<file path="config.mk">
export PLATFORM = sky130hd
export DESIGN_NAME = issue_dispatch_unit
export DESIGN_NICKNAME = d
export VERILOG_FILES = /design/src/rtl/issue_dispatch_unit.sv
export SDC_FILE = /design/constraint.sdc
export NUM_CORES = 1
export LEC_CHECK = 0
export ABC_CLOCK_PERIOD_IN_PS = 2400
export BUFFER_PORTS_ARGS = -buffer_cell sky130_fd_sc_hd__buf_2
export CAP_MARGIN = 20
export CORE_MARGIN = 3
export CORE_UTILIZATION = 25
export DETAILED_ROUTE_END_ITERATION = 10
export HOLD_SLACK_MARGIN = 0.05
export MAX_ROUTING_LAYER = met4
export PLACE_DENSITY_LB_ADDON = 0.05
export SETUP_SLACK_MARGIN = 0.5
export SYNTH_ARGS = -nofsm -noshare
export SYNTH_HDL_FRONTEND = slang
export SYNTH_SLANG_ARGS = --single-unit
</file>
<file path="constraint.sdc">
create_clock -name clk -period 2.4 [get_ports clk]
set_input_delay 0.72 -clock clk [delete_from_list [all_inputs] [get_ports clk]]
set_output_delay 0.72 -clock clk [all_outputs]
set_load 0.005 [all_outputs]
</file>
<file path="src/rtl/issue_dispatch_unit.sv">
// Dispatch stage of the Tomasulo core: accepts one decoded instruction, allocates a ROB tag,
// resolves operands through regfile/ROB/CDB and issues it to the RS or LSB with a rename of rd.
module issue_dispatch_unit #(
  parameter int DATA_W   = 32,
  parameter int ADDR_W   = 32,
  parameter int REG_W    = 5,
  parameter int ROB_W    = 4,
  parameter int OPE_W    = 6,
  parameter int N_CDB    = 2,
  parameter int OP_NOP   = 0,
  parameter int OP_LS_LO = 18,
  parameter int OP_LS_HI = 25
) (
  input  logic                       clk,
  input  logic                       rst,
  input  logic                       rdy,
  input  logic                       flush,
  input  logic                       in_valid,
  output logic                       in_ready,
  input  logic [ADDR_W-1:0]          in_pc,
  input  logic [OPE_W-1:0]           in_op,
  input  logic [REG_W-1:0]           in_rd,
  input  logic [REG_W-1:0]           in_rs1,
  input  logic [REG_W-1:0]           in_rs2,
  input  logic [DATA_W-1:0]          in_imm,
  input  logic                       rob_full,
  input  logic [ROB_W:0]             rob_free_tag,
  output logic                       rob_alloc_en,
  output logic [REG_W-1:0]           rob_alloc_rd,
  output logic [ADDR_W-1:0]          rob_alloc_pc,
  output logic [REG_W-1:0]           rs1_to_reg,
  output logic [REG_W-1:0]           rs2_to_reg,
  input  logic [DATA_W-1:0]          v1_from_reg,
  input  logic [DATA_W-1:0]          v2_from_reg,
  input  logic [ROB_W:0]             q1_from_reg,
  input  logic [ROB_W:0]             q2_from_reg,
  output logic [ROB_W:0]             q1_to_rob,
  output logic [ROB_W:0]             q2_to_rob,
  input  logic                       q1_rdy_rob,
  input  logic                       q2_rdy_rob,
  input  logic [DATA_W-1:0]          q1_val_rob,
  input  logic [DATA_W-1:0]          q2_val_rob,
  input  logic [N_CDB-1:0]           cdb_valid,
  input  logic [N_CDB*(ROB_W+1)-1:0] cdb_tag,
  input  logic [N_CDB*DATA_W-1:0]    cdb_data,
  input  logic                       rs_full,
  input  logic                       lsb_full,
  output logic                       ren_en,
  output logic [REG_W-1:0]           ren_rd,
  output logic [ROB_W:0]             ren_tag,
  output logic                       rs_en,
  output logic                       lsb_en,
  output logic [OPE_W-1:0]           iss_op,
  output logic [DATA_W-1:0]          iss_v1,
  output logic [DATA_W-1:0]          iss_v2,
  output logic [ROB_W:0]             iss_q1,
  output logic [ROB_W:0]             iss_q2,
  output logic [ADDR_W-1:0]          iss_pc,
  output logic [DATA_W-1:0]          iss_imm,
  output logic [ROB_W:0]             iss_tag
);

  localparam int TAG_W = ROB_W + 1;
  localparam logic [OPE_W-1:0] NOP_OP = OPE_W'(OP_NOP);
  localparam logic [OPE_W-1:0] LS_LO  = OPE_W'(OP_LS_LO);
  localparam logic [OPE_W-1:0] LS_HI  = OPE_W'(OP_LS_HI);

  typedef enum logic [1:0] {IDLE, ISSUE, STALL} state_t;

  state_t state;

  logic [ADDR_W-1:0] h_pc;
  logic [OPE_W-1:0]  h_op;
  logic [REG_W-1:0]  h_rd;
  logic [DATA_W-1:0] h_imm;
  logic [TAG_W-1:0]  h_tag;
  logic [TAG_W-1:0]  h_q1, h_q2;
  logic [DATA_W-1:0] h_v1, h_v2;

  logic [TAG_W+DATA_W-1:0] r1, r2;
  logic [TAG_W-1:0]        res_q1, res_q2;
  logic [DATA_W-1:0]       res_v1, res_v2;
  logic                    is_ls, tgt_full, accept;

  // Priority: already ready, then ROB result, then lowest matching CDB channel; unresolved keeps Q with V=0.
  function automatic logic [TAG_W+DATA_W-1:0] resolve(
    input logic [TAG_W-1:0]        q,
    input logic [DATA_W-1:0]       v,
    input logic                    rob_rdy,
    input logic [DATA_W-1:0]       rob_val,
    input logic [N_CDB-1:0]        cv,
    input logic [N_CDB*TAG_W-1:0]  ct,
    input logic [N_CDB*DATA_W-1:0] cd
  );
    logic [TAG_W+DATA_W-1:0] r;
    r = {q, {DATA_W{1'b0}}};
    if (q == '0) begin
      r = {q, v};
    end else if (rob_rdy) begin
      r = {{TAG_W{1'b0}}, rob_val};
    end else begin
      for (int c = N_CDB - 1; c >= 0; c--) begin
        if (cv[c] && (ct[c*TAG_W +: TAG_W] == q)) r = {{TAG_W{1'b0}}, cd[c*DATA_W +: DATA_W]};
      end
    end
    return r;
  endfunction

  assign q1_to_rob = q1_from_reg;
  assign q2_to_rob = q2_from_reg;
  assign in_ready  = rdy & ~flush & (state == IDLE) & ~rob_full;
  assign accept    = in_valid & in_ready;
  assign is_ls     = (h_op >= LS_LO) && (h_op <= LS_HI);
  assign tgt_full  = is_ls ? lsb_full : rs_full;

  // In STALL the operands come from the held copy and only the CDB can wake them.
  always_comb begin
    r1 = '0;
    r2 = '0;
    if (state == STALL) begin
      r1 = resolve(h_q1, h_v1, 1'b0, '0, cdb_valid, cdb_tag, cdb_data);
      r2 = resolve(h_q2, h_v2, 1'b0, '0, cdb_valid, cdb_tag, cdb_data);
    end else begin
      r1 = resolve(q1_from_reg, v1_from_reg, q1_rdy_rob, q1_val_rob, cdb_valid, cdb_tag, cdb_data);
      r2 = resolve(q2_from_reg, v2_from_reg, q2_rdy_rob, q2_val_rob, cdb_valid, cdb_tag, cdb_data);
    end
  end

  assign {res_q1, res_v1} = r1;
  assign {res_q2, res_v2} = r2;

  always_ff @(posedge clk) begin
    if (rst) begin
      state        <= IDLE;
      rob_alloc_en <= 1'b0;
      rs_en        <= 1'b0;
      lsb_en       <= 1'b0;
      ren_en       <= 1'b0;
      rob_alloc_rd <= '0;
      rob_alloc_pc <= '0;
      rs1_to_reg   <= '0;
      rs2_to_reg   <= '0;
      ren_rd       <= '0;
      ren_tag      <= '0;
      iss_op       <= '0;
      iss_v1       <= '0;
      iss_v2       <= '0;
      iss_q1       <= '0;
      iss_q2       <= '0;
      iss_pc       <= '0;
      iss_imm      <= '0;
      iss_tag      <= '0;
      h_pc         <= '0;
      h_op         <= '0;
      h_rd         <= '0;
      h_imm        <= '0;
      h_tag        <= '0;
      h_q1         <= '0;
      h_q2         <= '0;
      h_v1         <= '0;
      h_v2         <= '0;
    end else if (!rdy) begin
      rob_alloc_en <= 1'b0;
      rs_en        <= 1'b0;
      lsb_en       <= 1'b0;
      ren_en       <= 1'b0;
    end else begin
      rob_alloc_en <= 1'b0;
      rs_en        <= 1'b0;
      lsb_en       <= 1'b0;
      ren_en       <= 1'b0;
      if (flush) begin
        state <= IDLE;
      end else begin
        case (state)
          IDLE: begin
            // NOPs are consumed here and never reach the ROB.
            if (accept && (in_op != NOP_OP)) begin
              h_pc         <= in_pc;
              h_op         <= in_op;
              h_rd         <= in_rd;
              h_imm        <= in_imm;
              h_tag        <= rob_free_tag;
              rs1_to_reg   <= in_rs1;
              rs2_to_reg   <= in_rs2;
              rob_alloc_en <= 1'b1;
              rob_alloc_rd <= in_rd;
              rob_alloc_pc <= in_pc;
              state        <= ISSUE;
            end
          end
          ISSUE, STALL: begin
            if (tgt_full) begin
              h_q1  <= res_q1;
              h_v1  <= res_v1;
              h_q2  <= res_q2;
              h_v2  <= res_v2;
              state <= STALL;
            end else begin
              rs_en   <= ~is_ls;
              lsb_en  <= is_ls;
              iss_op  <= h_op;
              iss_v1  <= res_v1;
              iss_v2  <= res_v2;
              iss_q1  <= res_q1;
              iss_q2  <= res_q2;
              iss_pc  <= h_pc;
              iss_imm <= h_imm;
              iss_tag <= h_tag;
              ren_en  <= (h_rd != '0);
              ren_rd  <= h_rd;
              ren_tag <= h_tag;
              state   <= IDLE;
            end
          end
          default: state <= IDLE;
        endcase
      end
    end
  end

endmodule

</file>
==> results of run 1 <==
==> cell type report <==
class	instances	area (sq um)
fill	6797	39600
multi-input combinational	1528	11500
sequential	324	6530
timing repair buffer	798	6220
clock buffer	62	1200
tap	864	1080
inverter	35	136
clock inverter	12	128
antenna	10	25.0
==> how the worst min path moves through the flow <==
stage	end	slack [ps]	start	cells after the start
floorplan	iss_imm[0]	430	h_imm[0]	2
global placement	iss_imm[2]	440	h_imm[2]	2
detailed placement	iss_pc[14]	440	iss_pc[14]	2
CTS	h_imm[7]	350	in_imm[7]	3
global route	h_tag[3]	360	rob_free_tag[3]	3
finish	h_pc[14]	390	in_pc[14]	3
==> cells by family after synthesis <==
family,synth area share [%]
compound gates,30.1
xor+xnor,2.07
fa+ha+maj,0.222
buf+inv,6.55
flops,38.3
mux,2.02
simple gates,20.8
==> metrics by stage <==
step,setup TNS (ps),instance area (sq um),power (uW),cells
finish,0,26800,13400,3633
global route,0,26800,14000,3633
CTS,0,23600,13400,3545
detailed placement,-36940,22000,7100,3460
global placement,-33520,22000,7100,3460
floorplan,0,17400,6260,2104
==> worst max-delay path: cells and delay by family, from the launching register on <==
kind,cells,cell delay (ps)
simple gates,1,270
buf+inv,2,190
fa+ha+maj,1,140
flops,1,330
==> cells in the final DEF (no fill, tap or decap), types with 9 or more instances in the layout <==
master | Yosys | layout
nor2_1 | 83 | 73
nor3_2 | 30 | 52
o21a_1 | 33 | 32
o22ai_1 | 72 | 60
and2_1 | 33 | 32
o22ai_2 | 0 | 12
o221ai_4 | 0 | 12
nand2_4 | 0 | 61
a22oi_2 | 0 | 32
inv_1 | 35 | 33
a311oi_2 | 0 | 23
nor2_4 | 0 | 9
nor3_1 | 88 | 65
clkbuf_16 | 0 | 68
buf_12 | 0 | 64
o21ai_0 | 137 | 68
a21oi_2 | 0 | 77
nand2_2 | 0 | 18
buf_2 | 44 | 526
diode_2 | 0 | 10
buf_6 | 5 | 27
mux2i_1 | 33 | 28
o211ai_2 | 30 | 30
o221ai_2 | 30 | 50
o21ai_1 | 6 | 69
buf_4 | 17 | 141
o32ai_2 | 18 | 18
a311oi_1 | 33 | 9
o21bai_1 | 40 | 40
a21oi_1 | 182 | 104
nand2_1 | 410 | 330
o221ai_1 | 64 | 32
clkbuf_1 | 145 | 14
nand3b_1 | 65 | 65
nand3_1 | 16 | 10
xor2_1 | 30 | 27
dfxtp_1 | 324 | 305
dfxtp_2 | 0 | 13
==> power by group <==
part,total [uW],internal (uW),switching (uW)
Combinational,1810,779,1030
Sequential,5460,5420,42.1
Clock,6150,3580,2570
Total,13400,9780,3640
==> metal layers <==
| metal | vias to the layer above | wire length (um) | track usage (%) |
|---|---|---|---|
| met5 | - | 0 | - |
| met4 | 0 | 2170 | 5.87 |
| met3 | 110 | 5770 | 5.03 |
| met2 | 637 | 41600 | 34.8 |
| met1 | 9256 | 36800 | 27.3 |
| li1 | 8892 | - | - |
==> what timing repair did <==
| item | in CTS | in global routing |
|---|---|---|
| gates resized for setup | 23 | 470 |
| gates cloned | 3 | 33 |
| pin swaps | 2 | 203 |
| setup endpoints to repair | 235 | 311 |
| buffers inserted | 8 | 45 |
==> metrics.cfg, run 1 <==
[clock_network]
clk_pin_slew_ps=60
cts-root-buf=clkbuf_16
cts_made_buffers=42
htree_levels=2
hold_buffers=0
clock_sinks=324
clk_latency_ps=570
cts.path.max_buffers=3
cts_tree=done

[logic_synthesis]
synth_cell_types=55
synth_edf_count=0
synthFlopType=dfxtp_1
synth.avg_cell_area_sq_um=8.05
synth.most_common_cell=nand2_1
netlist_instances=2104
ys_seq_area_share_pct=38.3
ys_seq_elements=324
synth_area_leader_cell=dfxtp_1
syn-cell-area_sq_mm=0.0169
netlist_top_cells_area=dfxtp_1, nand2_1, a21oi_1, o21ai_0, o221ai_1
async_reset_ff_share_pct=0
synth_top_cell_area_share_pct=38.3
ys_top_cells_by_count=nand2_1, dfxtp_1, a21oi_1, clkbuf_1, o21ai_0
synthesis.nets=2421
ys_warn_count=0

[sta]
max-slew-margin-rel_pct=24.3
drv_slew=0
worst_pin_slew_ps=1140
max_freq_mhz=451
rsz0062_at_grt=true
period_needed_ps=2210
setup_violations=0
timing.hold.ws_ps=392
finalCritPeriodShare_pct=92.3
post-route-worst-setup-slack_ps=185
clock-skew-final_ps=24.8
finalHoldViolations=0

[worst_setup_path]
worst-endpoint-arrival_ps=1490
worstRegToRegCells=8
worstPathMaxFanout=3
max_stage_delay_ps=330
worstSetupEndpointType=output port
slowest_stage=dfxtp_2
startpoint=state[0]
reg2reg_slack_ps=230
crit_end=in_ready
cp-start-kind=flop
r2r_end=iss_v2[19]
timing.rr.start=h_q2[1]
cp.required_ps=1680
path_cells=inv_4 > ha_4 > and4bb_2 > buf_6
worstSetupPathType=reg2out

[place]
dp_slack_ps=-383
io_buffer_count=534
gp_congestion=0.891
place_hpwl_um=56400

[power_and_ir_drop]
p_leak_uw=0.0113
max-vdd-ir-drop_mv=0.482
power_density_mw_per_mm2=500

[run_status]
status=finished, final reports clean

[global_routing]
grt_max_degree=164
antenna_found_initial=10
grt_first_pass_wirelength_um=115000
grt_overflow_total=0
first_global_vias=18149
grt_use_total_pct=21.7

[min_path]
min_path_type=in2reg

[routing]
dr.first_iter.drc_count=1225
wl_um=86300
vias=18895
drc=0
drt-wirelength-per-cell_um=23.8
ant_nets=0
dr.pass1.iters=6
vias_per_cell=5.20

[floorplanning]
die_area_sq_mm=0.0709
io_pins=535
die_h_um=266
rows=94
start_util_pct=25.5
core_sq_mm=0.0665
die_x_um=266

[final_layout]
fin_nets=3046
post-route-util_pct=40.4
syn_to_final_growth_pct=58.3
drive_gt1_share_pct=48.4

[job]
maxCapViolCount=0

(Power assumes the default switching activity.)
==> run 2, diff against run 1 <==
--- a/config.mk
+++ b/config.mk
@@ -12,7 +12,6 @@
 export CORE_UTILIZATION = 25
 export DETAILED_ROUTE_END_ITERATION = 10
 export HOLD_SLACK_MARGIN = 0.05
-export MAX_ROUTING_LAYER = met4
 export PLACE_DENSITY_LB_ADDON = 0.05
 export SETUP_SLACK_MARGIN = 0.5
 export SYNTH_ARGS = -nofsm -noshare
==> run 2 against run 1 <==
Effect of this change:
- design area is essentially flat
- hold slack got worse by 0.78 ps
- sequential power hardly changed
==> metrics.cfg, run 2 (same netlist as run 1, synthesis figures left out) <==
[run_status]
status=finished, final reports clean

[worst_setup_path]
max_stage_delay_ps=330
worst-endpoint-arrival_ps=1500
timing.rr.start=h_q2[1]
crit_end=in_ready
startpoint=state[0]
cp.required_ps=1680
worstSetupPathType=reg2out
cp-start-kind=flop
worstPathMaxFanout=3
path_cells=inv_4 > ha_4 > and4bb_2 > buf_6
slowest_stage=dfxtp_2
worstRegToRegCells=8
r2r_end=iss_v2[19]
worstSetupEndpointType=output port
reg2reg_slack_ps=230

[sta]
max-slew-margin-rel_pct=28.9
worst_pin_slew_ps=1070
rsz0062_at_grt=true
setup_violations=0
finalHoldViolations=0
max_freq_mhz=450
clock-skew-final_ps=23.3
finalCritPeriodShare_pct=92.6
fin_setup_tns_ps=0
period_needed_ps=2220
drv_slew=0

[routing]
drt-wirelength-per-cell_um=23.7
drc=0
vias_per_cell=5.18
ant_nets=0
wl_um=86000
vias=18763
dr.pass1.iters=5
dr.first_iter.drc_count=1098

[clock_network]
clk_pin_slew_ps=60
clk_latency_ps=570
cts_tree=done
cts-root-buf=clkbuf_16
hold_buffers=0
cts_made_buffers=42
clock_sinks=324
htree_levels=2
cts.path.max_buffers=3

[global_routing]
grt_use_total_pct=21.0
grt-busiest-layer=met2
grt_first_pass_wirelength_um=115000
first_global_vias=18093
grt_overflow_total=0
use_met1_pct=27.3
antenna_found_initial=9
met2_usage_pct=34.8
grtUsageMet3_pct=5.09
grt_max_degree=164

[floorplanning]
io_pins=535
rows=94
core_sq_mm=0.0665
die_area_sq_mm=0.0709
start_util_pct=25.5
die_x_um=266
die_h_um=266

[final_layout]
final-seq-area_sq_mm=0.00653
fin_nets=3044
fill_cells=6800
drive_gt1_share_pct=48.9
multi_input_area_sq_mm=0.0116
syn_to_final_growth_pct=58.2
mostFrequentLayoutCell=buf_2
mostFrequentLayoutCells=buf_2, nand2_1, dfxtp_1, buf_4, a21oi_1
design_area_sq_mm=0.0268

[place]
io_buffer_count=534
gp_congestion=0.877
place_hpwl_um=56400
dpl_cell_area_sq_mm=0.0220

[power_and_ir_drop]
power_density_mw_per_mm2=501
power_uw=13400
pwr-share-seq_pct=40.7
max-vdd-ir-drop_mv=0.486
p_sw_share_pct=27.2
p_int_uw=9780
p_switching_uw=3660
p_leak_uw=0.0113
combPwrFrac_pct=13.4
clockPowerShare_pct=45.9

[min_path]
min_path_type=in2reg

[job]
maxCapViolCount=0

## run 2: changes by cell type in the layout (fill, tap and decap cells not counted), sizes merged
cell	before	now
diode	10	3
clkbuf	88	86
## run 2: cell type report
| type | count | area share, % |
|---|---|---|
| clock inverter | 12 | 0.476 |
| tap | 864 | 4.03 |
| multi-input combinational | 1528 | 43.3 |
| timing repair buffer | 796 | 22.9 |
| clock buffer | 62 | 4.47 |
| antenna | 3 | 0.0280 |
| sequential | 324 | 24.3 |
| inverter | 35 | 0.509 |
## run 2: worst min path at each step
| stage | cells after the start | end | slack [ps] | from |
|---|---|---|---|---|
| 2_1_floorplan | 2 | iss_imm[0] | 430 | h_imm[0] |
| 3_3_place_gp | 2 | iss_imm[2] | 440 | h_imm[2] |
| 3_5_place_dp | 2 | iss_pc[14] | 440 | iss_pc[14] |
| 4_1_cts | 3 | h_imm[7] | 350 | in_imm[7] |
| 5_1_grt | 3 | h_tag[3] | 360 | rob_free_tag[3] |
| 6_report | 3 | h_pc[26] | 390 | in_pc[26] |
## run 2: timing repair
item,CTS,global route
gates cloned,3,31
endpoints found under the setup margin,235,310
buffers inserted,8,45
gates resized for setup,23,484
hold endpoints to repair,0,0
pin swaps,2,208
## run 2: power groups by stage
stage               sequential (uW)  clock [uW]  combinational (uW)
floorplan                      5570           0                 689
global placement               5570           0                1530
detailed placement             5570           0                1520
CTS                            5460        6340                1550
global route                   5470        6580                1920
finish                         5460        6170                1810
## run 2: metal layers
layer	routed length [um]	vias to the layer above
met3	5400	127
met4	2350	12
met5	77	-
met1	36700	9147
li1	-	8882
met2	41500	595
## run 2: worst max-delay path, delay by kind of cell (launching register included)
family        cells  cell delay [ps]
fa+ha+maj         1              140
flops             1              330
buf+inv           2              190
simple gates      1              270
## run 2: per-stage QoR
| step | cells | setup slack, ps | hold WS [ps] | util, % |
|---|---|---|---|---|
| 6_report | 3624 | 178 | 391 | 40.3 |
| 3_3_place_gp | 3460 | -360 | 437 | 33.2 |
| 3_5_place_dp | 3460 | -383 | 444 | 33.2 |
| 2_1_floorplan | 2104 | 147 | 432 | - |
| 4_1_cts | 3545 | 156 | 345 | 35.6 |
| 5_1_grt | 3623 | 124 | 364 | 40.3 |
